`config.mk`:
```
export PLATFORM = sky130hd
export DESIGN_NAME = acc_bin_to_bcd
export DESIGN_NICKNAME = d
export VERILOG_FILES = /design/src/rtl/acc_bin_to_bcd.sv
export SDC_FILE = /design/constraint.sdc
export NUM_CORES = 1
export LEC_CHECK = 0
export ABC_AREA = 1
export ABC_CLOCK_PERIOD_IN_PS = 1500
export CAP_MARGIN = 40
export CORE_ASPECT_RATIO = 1.5
export CORE_MARGIN = 1.5
export CORE_UTILIZATION = 55
export CTS_CLUSTER_DIAMETER = 40
export DETAILED_ROUTE_END_ITERATION = 10
export GPL_TIMING_DRIVEN = 0
export HOLD_SLACK_MARGIN = 0.12
export MAX_ROUTING_LAYER = met4
export PLACE_DENSITY = 0.8
export SYNTH_ARGS = -nofsm -noshare
export SYNTH_HDL_FRONTEND = slang
export SYNTH_SLANG_ARGS = --single-unit
```
`constraint.sdc`:
```
create_clock -name clk -period 1.5 [get_ports clk]
set_input_delay 0.3 -clock clk [delete_from_list [all_inputs] [get_ports clk]]
set_output_delay 0.3 -clock clk [all_outputs]
set_load 0.02 [all_outputs]
```
`src/rtl/acc_bin_to_bcd.sv`:
```
`default_nettype none
// ============================================================================
//  Module   : acc_bin_to_bcd
//  Brief    : Sequential binary-to-BCD converter (shift-and-add-3, one input
//             bit per clock) with a start/busy/done handshake. The most
//             recent result is held on bcd_o between conversions.
//  Revision : 1.0 - initial release
// ============================================================================
module acc_bin_to_bcd #(
    parameter int IN_WIDTH = 17,
    parameter int DIGITS   = 6
) (
    input  logic                  clk,
    input  logic                  reset,
    input  logic                  start,
    input  logic [IN_WIDTH-1:0]   bin_i,
    output logic                  busy,
    output logic                  done,
    output logic                  valid,
    output logic [4*DIGITS-1:0]   bcd_o
);

    localparam int c_bcd_w = 4 * DIGITS;
    localparam int c_cat_w = c_bcd_w + IN_WIDTH;
    localparam int c_cnt_w = (IN_WIDTH > 1) ? $clog2(IN_WIDTH) : 1;
    localparam logic [c_cnt_w-1:0] c_cnt_load = c_cnt_w'(IN_WIDTH - 1);

    // 10^n computed wide enough for any practical DIGITS value
    function automatic logic [127:0] pow10(input int n);
        logic [127:0] r;
        r = 128'd1;
        for (int i = 0; i < n; i++) begin
            r = r * 128'd10;
        end
        return r;
    endfunction

    localparam logic [127:0] c_dec_range = pow10(DIGITS);
    localparam logic [127:0] c_bin_max   = (128'd1 << IN_WIDTH) - 128'd1;

    // Refuse to build when DIGITS cannot represent the largest input value
    generate
        if (c_dec_range <= c_bin_max) begin : g_bad_digits
            $error("acc_bin_to_bcd: DIGITS too small for IN_WIDTH");
        end
    endgenerate

    typedef enum logic [0:0] {
        IDLE  = 1'b0,
        SHIFT = 1'b1
    } state_t;

    state_t               r_state;
    state_t               w_next_state;
    logic                 w_load;
    logic                 w_step;
    logic                 w_last;

    logic [IN_WIDTH-1:0]  r_shift;
    logic [c_bcd_w-1:0]   r_digits;
    logic [c_cnt_w-1:0]   r_count;
    logic [c_bcd_w-1:0]   r_bcd;
    logic                 r_done;
    logic                 r_valid;

    logic [c_bcd_w-1:0]   w_adj;
    logic [c_cat_w-1:0]   w_next_cat;

    // Add-3 correction on every digit that is 5 or more, digits independent
    generate
        for (genvar i = 0; i < DIGITS; i++) begin : g_digit
            assign w_adj[4*i +: 4] = (r_digits[4*i +: 4] >= 4'd5) ?
                                     (r_digits[4*i +: 4] + 4'd3) :
                                      r_digits[4*i +: 4];
        end
    endgenerate

    // Corrected digits and the remaining binary bits move left as one word;
    // the binary MSB lands in the LSB of digit 0.
    assign w_next_cat = {w_adj, r_shift} << 1;

    // State register
    always_ff @(posedge clk) begin
        if (reset) begin
            r_state <= IDLE;
        end else begin
            r_state <= w_next_state;
        end
    end

    // Next-state and datapath control decode
    always_comb begin
        w_next_state = r_state;
        w_load       = 1'b0;
        w_step       = 1'b0;
        w_last       = 1'b0;
        case (r_state)
            IDLE: begin
                if (start) begin
                    w_load       = 1'b1;
                    w_next_state = SHIFT;
                end
            end
            SHIFT: begin
                w_step = 1'b1;
                if (r_count == '0) begin
                    w_last       = 1'b1;
                    w_next_state = IDLE;
                end
            end
            default: w_next_state = IDLE;
        endcase
    end

    // Working registers and the held result; bcd_o only moves on the final step
    always_ff @(posedge clk) begin
        if (reset) begin
            r_shift  <= '0;
            r_digits <= '0;
            r_count  <= '0;
            r_bcd    <= '0;
            r_done   <= 1'b0;
            r_valid  <= 1'b0;
        end else begin
            r_done <= 1'b0;
            if (w_load) begin
                r_shift  <= bin_i;
                r_digits <= '0;
                r_count  <= c_cnt_load;
            end else if (w_step) begin
                r_shift  <= w_next_cat[IN_WIDTH-1:0];
                r_digits <= w_next_cat[c_cat_w-1:IN_WIDTH];
                r_count  <= r_count - 1'b1;
                if (w_last) begin
                    r_bcd   <= w_next_cat[c_cat_w-1:IN_WIDTH];
                    r_done  <= 1'b1;
                    r_valid <= 1'b1;
                end
            end
        end
    end

    assign busy  = (r_state == SHIFT);
    assign done  = r_done;
    assign valid = r_valid;
    assign bcd_o = r_bcd;

endmodule
`default_nettype wire

```
# ---- Word-level counts from Yosys, hierarchy flattened
# Cells that the tools add are included.
# Widths: inputs -> output; s select.
dict set report word_totals {
  reg_bits 73
  inputBits 20
  out_inout_bits 27
  elab_cells 47
}
dict set report classes {
  addsub 7
  magnitude_cmp 6
  n_mux 18
  bitwise 3
  reduce_logical 5
}
# cell count
set ops {}
lappend ops {{$mux 17} 2}
lappend ops {{$ge 4x3->1 const B} 6}
lappend ops {{$add 4x2->4 const B} 5}
lappend ops {{$mux 4} 5}
lappend ops {{$mux 5} 2}
lappend ops {{$mux 1} 7}
lappend ops {{$logic_not 5->1} 1}
lappend ops {{$sub 5x1->5 const B} 1}
lappend ops {{$add 3x2->3 const B} 1}
lappend ops {{$mux 3} 1}
lappend ops {{$not 1->1} 3}
lappend ops {{$reduce_and 3->1} 1}
lappend ops {{$reduce_or 3->1} 1}
lappend ops {{$pmux 1 s2} 1}
lappend ops {{$reduce_bool 2->1} 1}
lappend ops {{$reduce_or 2->1} 1}

# ---- Depth between registers and ports, before layout
# Gate-level depths: netlist of run 1.
dict set report depth {
  depth_word 4
  mapped_depth 9
  mapped_depth_nobuf 9
}

# ---- Worst setup path before layout of run 1
# Ideal clock, no wire load.
dict set report synth_path {
  kind {reg2reg}
  startpoint {reg r_state (netlist: busy)}
  endpoint {reg r_bcd[13] (netlist: bcd_o[13])}
  setup_ns 0.113
  arrival_time_ns 1.188
  t_required_ns 1.387
  slack_ns 0.200
  stages_incl_launch_ff 8
  n_path_buf 2
  period_less_slack_ns 1.300
  cell_sequence {dfxtp_1 buf_4 nand4_4 nand2_1 inv_2 buf_2 nand2_1 nand2_1}
}
dict set report synth_between {
  elab_chain_cells 3
  word_cells_on_any_way 5
  cone_classes {3 x mux; 1 x bitwise; 1 x reduce/logical}
}
# item line
set synth_rtl {}
lappend synth_rtl {{from (decl)} 53} ;# state_t r_state;
lappend synth_rtl {{from (signal assigned)} 87} ;# r_state <= w_next_state;
lappend synth_rtl {{$mux 1} 97} ;# case (r_state)
lappend synth_rtl {{$not 1->1 (no source line)} n/a}
lappend synth_rtl {{$reduce_and 3->1 (no source line) *} n/a}
lappend synth_rtl {{to (signal assigned)} 135} ;# r_bcd <= w_next_cat[c_cat_w-1:IN_WIDTH];
lappend synth_rtl {{to (decl)} 62} ;# logic [c_bcd_w-1:0] r_bcd;
# Mark *: on every way between the ends. The rest lies on a longest branch, timed or not.
# A chain may end at the register's enable or synchronous reset.

# ---- Worst setup path after layout of run 1
dict set report layout_path {
  startpoint {reg r_state (netlist: busy)}
  endpoint {reg r_digits[16]}
}
dict set report layout_between {
  elab_chain_cells 2
  word_cells_on_any_way 3
  cone_classes {2 x mux; 1 x reduce/logical}
}
# item line
set layout_rtl {}
lappend layout_rtl {{$mux 1} 97}
lappend layout_rtl {{$reduce_or 2->1 (no source line)} n/a}
lappend layout_rtl {{to (signal assigned)} 132} ;# r_digits <= w_next_cat[c_cat_w-1:IN_WIDTH];
lappend layout_rtl {{to (decl)} 60} ;# logic [c_bcd_w-1:0] r_digits;
# Parallel ways exist; a longest one is shown, timed or not.

==> run summary, run 1 <==
Vias in the first global route -> 3115
Combinational Power Share -> 0.198
Final Instance Area -> 0.004257 sq mm
IO Pins -> 47
Lkg Pwr -> 2.311 nW
Top-area cell type share of the netlist area -> 0.4084
Htree depth -> 3
Post-route minimum period -> 1.425 ns
Vias post-DR -> 3384
WL met1 -> 3170 microns
Critical setup path kind -> flop to flop
Std cell rows -> 35
Sequential Power Share -> 0.502
Routability cong. -> 0.9309
Highest metal used -> met4
Final Hold Violating Endpoints -> 0
Metal2 WL -> 3876 microns
Switch share -> 0.2969
Post-synth cell types -> 26
CP max-delay cell -> clkbuf_1
DR pass1 iterations -> 5
Internal cell power -> 2.997 mW
Post-CTS setup buffers -> 0
Footprint of the multi-input gates -> 0.001712 sq mm
Pwr/cell area -> 1001 mW/mm^2
Hold buffers post-CTS -> 0
Die Span X -> 68.86 microns
CP Cell Sequence -> buf_4, clkbuf_1, nand3_1, nand2_1, inv_1
Max Cap Violations -> 0
EDFF count, synth -> 0
CTS Buffer Depth -> 2
Synth-to-layout area growth -> 18.95%
Synth area leader -> dfxtp_1
CP Max Fanout -> 10
Total wire length -> 7532 microns
Clock-pin slew on the worst setup and hold paths -> 0.07 ns
TritonCTS clock tree -> done
Antenna viol nets, final -> 0
DRC viols -> 0
Clock skew -> 0.007619 ns
Syn Inst Count -> 529
Yosys warns -> 0
Die H -> 101.8 microns
Mapped Area -> 0.003578 sq mm
Register area share after synthesis -> 0.4084
Clk_lat worst skew -> 0.34 ns
Final core utilization -> 0.6845
Synth async-reset ratio -> 0
Initial antenna violation count -> 0
Ant diodes -> 0
Clock root cell -> clkbuf_8
Net Count, Synth -> 562
Port Buffer Count -> 46
Clk network pwr share -> 0.300
Hold Worst Slack -> 0.4398 ns
Main synth FF type -> dfxtp_1
Final setup fails -> 0
Final Slew Violations -> 0
Grt ovf -> 0
Seq. cell area -> 0.001463 sq mm
Met3 wire len -> 316 microns
Syn_area_per_cell -> 6.765 sq um
Reg-to-reg slack, setup -> 0.08 ns
Fraction of layout cells with a size suffix above 1 -> 0.07653
Final period util -> 0.9499
DP Area -> 0.004131 sq mm
Die Area -> 0.007009 sq mm
Count leader, synth -> nand2_1
Vias per cell -> 5.112
WL/cell -> 11.38 microns
DRT iter0 DRCs -> 159
Worst slew margin -> 0.6111
Pre-CTS setup slack -> -0.2693 ns
CP arrival -> 1.67 ns
CP endpoint kind -> flop
Sink Count -> 73
First-pass GRT wire length -> 12740 microns
Fill count -> 558
Highest Clock Rate -> 0.7018 GHz
All-Layer GR Usage -> 0.2443
Initial Utilization -> 0.5755
Final net count -> 619
Worst vdd ir -> 700.1 uV
Run status -> complete, no violations
Slew @ Worst Pin -> 0.5834 ns
Startpoint types -> flop
Psw -> 1.266 mW
Min setup slack post-route -> 0.07514 ns
Synth top area cells -> dfxtp_1, nand2_1, inv_1
Core box area -> 0.006218 sq mm
RSZ-0062 raised after global routing -> false
Final HPWL DP -> 5577 microns
CP required -> 1.75 ns
Pwr Total -> 4.262 mW
Largest net degree at the start of global routing -> 11
Min-Delay Path Class -> flop to flop
Slowest cell delay on critical path -> 0.48 ns
Post-synth top cells -> nand2_1, dfxtp_1, inv_1
Total CTS buffers -> 9
#FFs+latches synth -> 73
==> logic make-up (layout without fill, tap and decap cells) <==
group,count (synthesis),count (layout),share of synthesized area
AO/OA/AOI/OAI,43,43,0.07133
XOR/XNOR,1,1,0.002448
adder cells (fa/ha/maj),13,13,0.04546
buffers and inverters,94,153,0.1140
flip-flops,73,73,0.4084
AND/OR/NAND/NOR,305,305,0.3584
==> metrics by stage <==
step | cells | setup TNS [ns]
final | 662 | 0
after global routing | 662 | 0
after CTS | 662 | 0
after detailed placement | 649 | -9.055
after global placement | 649 | -8.276
after floorplan | 529 | 0
==> state kept, by name, summed over array words and instances, names as in the netlist <==
register,cells
valid,1
done,1
bcd_o,24
r_digits,24
r_shift,17
r_count,5
busy,1
==> final timing paths <==
check,to,from,depth (start not counted)
max,r_digits[16],busy,5
min,bcd_o[10],bcd_o[10],2
max reg2reg,r_digits[16],busy,5
min reg2reg,bcd_o[10],bcd_o[10],2
==> layer usage <==
layer  vias to the layer above  global-route usage
li1                       1747                   -
met1                      1537              0.2618
met2                        83              0.4246
met3                        17             0.03667
met4                         0              0.1207
met5                         -                   -
==> what timing repair did <==
action	CTS	global route
endpoints found under the setup margin	27	23
pin swaps	0	0
gates resized for setup	27	6
==> power groups by stage <==
stage / Clock (mW) / Combinational, mW / Sequential (mW)
after floorplan: 0 / 0.571 / 2.20
after global placement: 0 / 0.838 / 2.18
after detailed placement: 0 / 0.861 / 2.18
after CTS: 1.31 / 0.845 / 2.14
after global routing: 1.37 / 0.958 / 2.15
final: 1.28 / 0.844 / 2.14
==> critical path: cells and delay by family, from the launching register on <==
| family | cells | cell delay (ns) |
|---|---|---|
| buffers and inverters | 3 | 0.72 |
| flip-flops | 1 | 0.34 |
| AND/OR/NAND/NOR | 2 | 0.28 |
==> cell usage in the layout, fill, tap and decap left out, types with 4 or more instances in the layout <==
| cell type | netlist | final |
|---|---|---|
| nand4_1 | 12 | 12 |
| a21oi_1 | 16 | 16 |
| o21ai_0 | 12 | 12 |
| buf_6 | 4 | 4 |
| dlygate4sd2_1 | 0 | 27 |
| ha_1 | 13 | 12 |
| buf_4 | 4 | 4 |
| a21boi_0 | 6 | 6 |
| nand3_1 | 44 | 44 |
| clkbuf_8 | 0 | 10 |
| clkdlybuf4s50_1 | 0 | 19 |
| nand2_1 | 213 | 213 |
| dfxtp_1 | 73 | 72 |
| inv_1 | 73 | 73 |
| nor2_1 | 29 | 29 |
| clkbuf_1 | 3 | 4 |
| a21oi_2 | 6 | 6 |
==> layout make-up <==
cell class / instances / area share
Multi-Input combinational cell: 362 / 0.4021
Inverter: 78 / 0.06996
Clock inverter: 1 / 0.001176
Buffer: 16 / 0.02704
Clock buffer: 12 / 0.03410
Tap cell: 74 / 0.02175
Sequential cell: 73 / 0.3436
Timing Repair Buffer: 46 / 0.1002
(Power assumes the default switching activity.)
==> run 2, diff against run 1 <==
==> constraint.sdc (replaced) <==
create_clock -name clk -period 1.5 [get_ports clk]
set_input_delay 0.15 -clock clk [delete_from_list [all_inputs] [get_ports clk]]
set_output_delay 0.15 -clock clk [all_outputs]
set_load 0.02 [all_outputs]
==> run summary, run 2 (synthesized netlist as in run 1, its figures left out) <==
Worst vdd ir -> 695.6 uV
Clock root cell -> clkbuf_8
Std cell rows -> 35
Final HPWL DP -> 5577 microns
Pwr/cell area -> 998.7 mW/mm^2
Grt ovf -> 0
Most frequent cells in the layout -> nand2_1, inv_1, dfxtp_1, clkdlybuf4s50_1, nand3_1
Final period util -> 0.9678
Lkg Pwr -> 2.185 nW
Critical setup path kind -> flop to output port
Largest net degree at the start of global routing -> 11
Final net count -> 619
Synth-to-layout area growth -> 19.89%
CP Max Fanout -> 2
Run status -> complete, no violations
Min setup slack post-route -> 0.04823 ns
CP required -> 1.35 ns
Antenna viol nets, final -> 0
Highest Clock Rate -> 0.6888 GHz
CP max-delay cell -> clkdlybuf4s50_1
Initial antenna violation count -> 0
CTS Buffer Depth -> 2
Ant diodes -> 0
Routability cong. -> 0.9309
Final core utilization -> 0.6899
IO Pins -> 47
Total CTS buffers -> 9
WL/cell -> 11.31 microns
Die Span X -> 68.86 microns
Total wire length -> 7488 microns
Most common cell after layout, fill and taps aside -> nand2_1
Max Cap Violations -> 0
Worst slew margin -> 0.6929
Reg-to-reg slack, setup -> 0.11 ns
Vias in the first global route -> 3106
TritonCTS clock tree -> done
Core box area -> 0.006218 sq mm
DRC viols -> 0
Clock-pin slew on the worst setup and hold paths -> 0.06 ns
Startpoint types -> flop
Min-Delay Path Class -> input pin to flop
Clk_lat worst skew -> 0.34 ns
Hold Path Depth -> 3
Reg2reg path depth -> 7
CP arrival -> 1.30 ns
Fraction of layout cells with a size suffix above 1 -> 0.07653
Delay-heaviest family, CP -> buffers and inverters
Final Hold Violating Endpoints -> 0
Launch point of the worst reg-to-reg path -> r_count[0]
CP Buf/Inv Count -> 1
RSZ-0062 raised after global routing -> false
First-pass GRT wire length -> 12730 microns
Pwr Total -> 4.285 mW
Post-route minimum period -> 1.452 ns
Port Buffer Count -> 46
Hold endpoint -> r_shift[0]
CP endpoint kind -> output port
Vias per cell -> 5.069
Fill count -> 550
Die H -> 101.8 microns
Initial Utilization -> 0.5755
Slowest cell delay on critical path -> 0.61 ns
Pre-CTS setup slack -> -0.1193 ns
Final setup fails -> 0
Sink Count -> 73
Final Slew Violations -> 0
Die Area -> 0.007009 sq mm
Hold path start -> bin_i[0]
All-Layer GR Usage -> 0.2441
R2R Path End -> bcd_o[0]
DRT iter0 DRCs -> 164
DR pass1 iterations -> 4
Slew @ Worst Pin -> 0.4606 ns
CP Cell Sequence -> clkdlybuf4s50_1
Htree depth -> 3
Clock skew -> 0.007487 ns
Vias post-DR -> 3356
==> run 2: layout make-up <==
type | count | area, sq um | area share
Inverter | 78 | 297.8 | 0.06941
Clock buffer | 12 | 145.1 | 0.03383
Timing Repair Buffer | 46 | 460.4 | 0.1073
Multi-Input combinational cell | 362 | 1712 | 0.3990
Sequential cell | 73 | 1463 | 0.3409
Tap cell | 74 | 92.59 | 0.02158
Buffer | 16 | 115.1 | 0.02683
Clock inverter | 1 | 5.005 | 0.001167
==> run 2: where the power goes <==
part           internal (mW)  switching (mW)
registers               2.06          0.0808
logic                  0.340           0.524
clock network          0.617           0.662
==> run 2: worst max path at each step <==
stage,start,to,slack [ns],cells after the start
final,valid,valid,0.05,1
after floorplan,busy,bcd_o[13],0.20,7
after CTS,bcd_o[1],bcd_o[1],0.04,1
after detailed placement,reset,bcd_o[22],-0.12,7
after global placement,reset,bcd_o[22],-0.09,7
after global routing,r_count[0],bcd_o[5],0.01,8
==> run 2: layer usage <==
layer  track usage  up-vias  share of wire
met4        0.1207        0          0.023
met2        0.4231       72           0.52
li1              -     1746              -
met5             -        -              0
met3       0.03667       14          0.036
met1        0.2625     1524           0.43
==> run 2: timing repair <==
action	CTS	global route
hold buffers	0	0
endpoints found under the setup margin	0	23
buffers inserted	0	0
gates resized for setup	0	6
==> run 2: per-stage QoR <==
stage | hold slack [ns] | cells | area [sq um] | TNS, ns
5_1_grt | 0.4027 | 662 | 4290 | 0
3_5_place_dp | 0.4312 | 649 | 4131 | -1.772
2_1_floorplan | 0.2191 | 529 | 3578 | 0
4_1_cts | 0.3810 | 662 | 4282 | 0
3_3_place_gp | 0.4268 | 649 | 4131 | -1.312
6_report | 0.3856 | 662 | 4290 | 0
==> run 3, diff against run 2 <==
--- a/config.mk
+++ b/config.mk
@@ -6,17 +6,17 @@
 export NUM_CORES = 1
 export LEC_CHECK = 0
 export ABC_AREA = 1
-export ABC_CLOCK_PERIOD_IN_PS = 1500
+export ABC_CLOCK_PERIOD_IN_PS = 1300
 export CAP_MARGIN = 40
 export CORE_ASPECT_RATIO = 1.5
 export CORE_MARGIN = 1.5
-export CORE_UTILIZATION = 55
+export CORE_UTILIZATION = 50
 export CTS_CLUSTER_DIAMETER = 40
 export DETAILED_ROUTE_END_ITERATION = 10
 export GPL_TIMING_DRIVEN = 0
 export HOLD_SLACK_MARGIN = 0.12
 export MAX_ROUTING_LAYER = met4
-export PLACE_DENSITY = 0.8
+export PLACE_DENSITY = 0.76
 export SYNTH_ARGS = -nofsm -noshare
 export SYNTH_HDL_FRONTEND = slang
 export SYNTH_SLANG_ARGS = --single-unit
==> constraint.sdc (replaced) <==
create_clock -name clk -period 1.3 [get_ports clk]
set_input_delay 0.13 -clock clk [delete_from_list [all_inputs] [get_ports clk]]
set_output_delay 0.13 -clock clk [all_outputs]
set_load 0.02 [all_outputs]
==> run summary, run 3 (synthesized netlist as in run 1, its figures left out) <==
Run status -> complete, no violations
Core box area -> 0.006898 sq mm
Most common cell after layout, fill and taps aside -> nand2_1
Lkg Pwr -> 2.391 nW
Setup TNS -> 0 ns
Final period util -> 0.9555
IO Pins -> 47
Fraction of layout cells with a size suffix above 1 -> 0.1402
Clk_lat worst skew -> 0.36 ns
Routability cong. -> 0.8981
Clock root cell -> clkbuf_8
Hold Worst Slack -> 0.3464 ns
Antenna viol nets, final -> 0
First-pass GRT wire length -> 12960 microns
Initial antenna violation count -> 0
Vias per cell -> 5.022
Vias post-DR -> 3365
Pwr/cell area -> 1268 mW/mm^2
DR pass1 iterations -> 4
Std cell rows -> 37
CP max-delay cell -> dfxtp_2
Grt ovf -> 0
CP Cell Sequence -> inv_2, ha_4, nand4_4, nor2_4, buf_8, nand2_1, nand2_1
CP required -> 1.60 ns
Highest Clock Rate -> 0.8051 GHz
Max Cap Violations -> 0
CP most frequent cell -> nand2_1
Synth-to-layout area growth -> 24.41%
CP Max Fanout -> 10
RSZ-0062 raised after global routing -> true
CP arrival -> 1.54 ns
Die Area -> 0.007684 sq mm
Clock-pin slew on the worst setup and hold paths -> 0.09 ns
DRC viols -> 0
Critical setup path kind -> flop to flop
Worst slew margin -> 0.7104
Final core utilization -> 0.6454
Slew @ Worst Pin -> 0.4344 ns
Most frequent cells in the layout -> nand2_1, inv_1, dfxtp_1, nand3_1, nor2_1
Die H -> 106.6 microns
Final setup fails -> 0
Initial Utilization -> 0.5188
WL/cell -> 11.53 microns
Post-route minimum period -> 1.242 ns
Min-Delay Path Class -> input pin to flop
Worst vdd ir -> 745.3 uV
Clock skew -> 0.01107 ns
Startpoint types -> flop
All-Layer GR Usage -> 0.2195
Vias in the first global route -> 3076
Slowest cell delay on critical path -> 0.33 ns
Final HPWL DP -> 5536 microns
Total CTS buffers -> 9
Ant diodes -> 0
DRT iter0 DRCs -> 148
Total wire length -> 7726 microns
Port Buffer Count -> 46
Largest net degree at the start of global routing -> 14
CP endpoint kind -> flop
TritonCTS clock tree -> done
Sink Count -> 73
Htree depth -> 3
CTS Buffer Depth -> 2
Final Slew Violations -> 0
Final net count -> 620
Final Hold Violating Endpoints -> 0
Die Span X -> 72.08 microns
[run 3: area by class of cell]
type / count / area (sq um)
plain buffers: 16 / 131.4
clock buffers: 9 / 123.9
clock inverters: 7 / 118.9
fillers: 635 / 2446
inverters: 78 / 300.3
multi-input cells: 362 / 1767
flip-flops and latches: 73 / 1479
well taps: 78 / 97.59
repair buffers: 47 / 434.2
[run 3: metal layers]
| metal | GRT usage | vias up | wire length (microns) |
|---|---|---|---|
| met5 | - | - | 0 |
| met4 | 0.09704 | 0 | 165 |
| met3 | 0.04887 | 16 | 284 |
| met2 | 0.3915 | 69 | 4086 |
| met1 | 0.2268 | 1527 | 3188 |
| li1 | - | 1753 | - |
[run 3: worst paths after layout]
path | slack (ns) | startpoint | to | cells after the start
min reg2reg | 0.44 | bcd_o[9] | bcd_o[9] | 2
min | 0.35 | bin_i[0] | r_shift[0] | 3
max reg2reg | 0.06 | r_count[0] | bcd_o[7] | 7
max | 0.06 | r_count[0] | bcd_o[7] | 7
[run 3: timing repair]
action | 4_1_cts | 5_1_grt
endpoints found under the setup margin | 77 | 47
hold buffers | 0 | 0
pin swaps | 1 | 2
setup buffers | 1 | 0
resized for setup | 41 | 35
[run 3: metrics by stage]
| step | std cells | setup slack [ns] | instance area [sq um] | power [mW] |
|---|---|---|---|---|
| floorplan | 529 | 0.03161 | 3582 | 3.200 |
| global placement | 653 | -0.2844 | 4140 | 3.486 |
| detailed placement | 653 | -0.3006 | 4140 | 3.516 |
| CTS | 670 | 0.0001522 | 4390 | 5.669 |
| global route | 670 | -0.03115 | 4452 | 5.927 |
| finish | 670 | 0.05785 | 4452 | 5.644 |
[run 3: power by group]
part,internal [mW],switching [mW]
clock,1.27,0.876
sequential,2.38,0.0983
combinational,0.396,0.624
total,4.05,1.60
[run 3: critical path, delay by kind of cell (launching register included)]
family                   cells  cell delay, ns
buffers and inverters        2            0.25
adder cells (fa/ha/maj)      1            0.16
flip-flops                   1            0.33
AND/OR/NAND/NOR              4            0.44
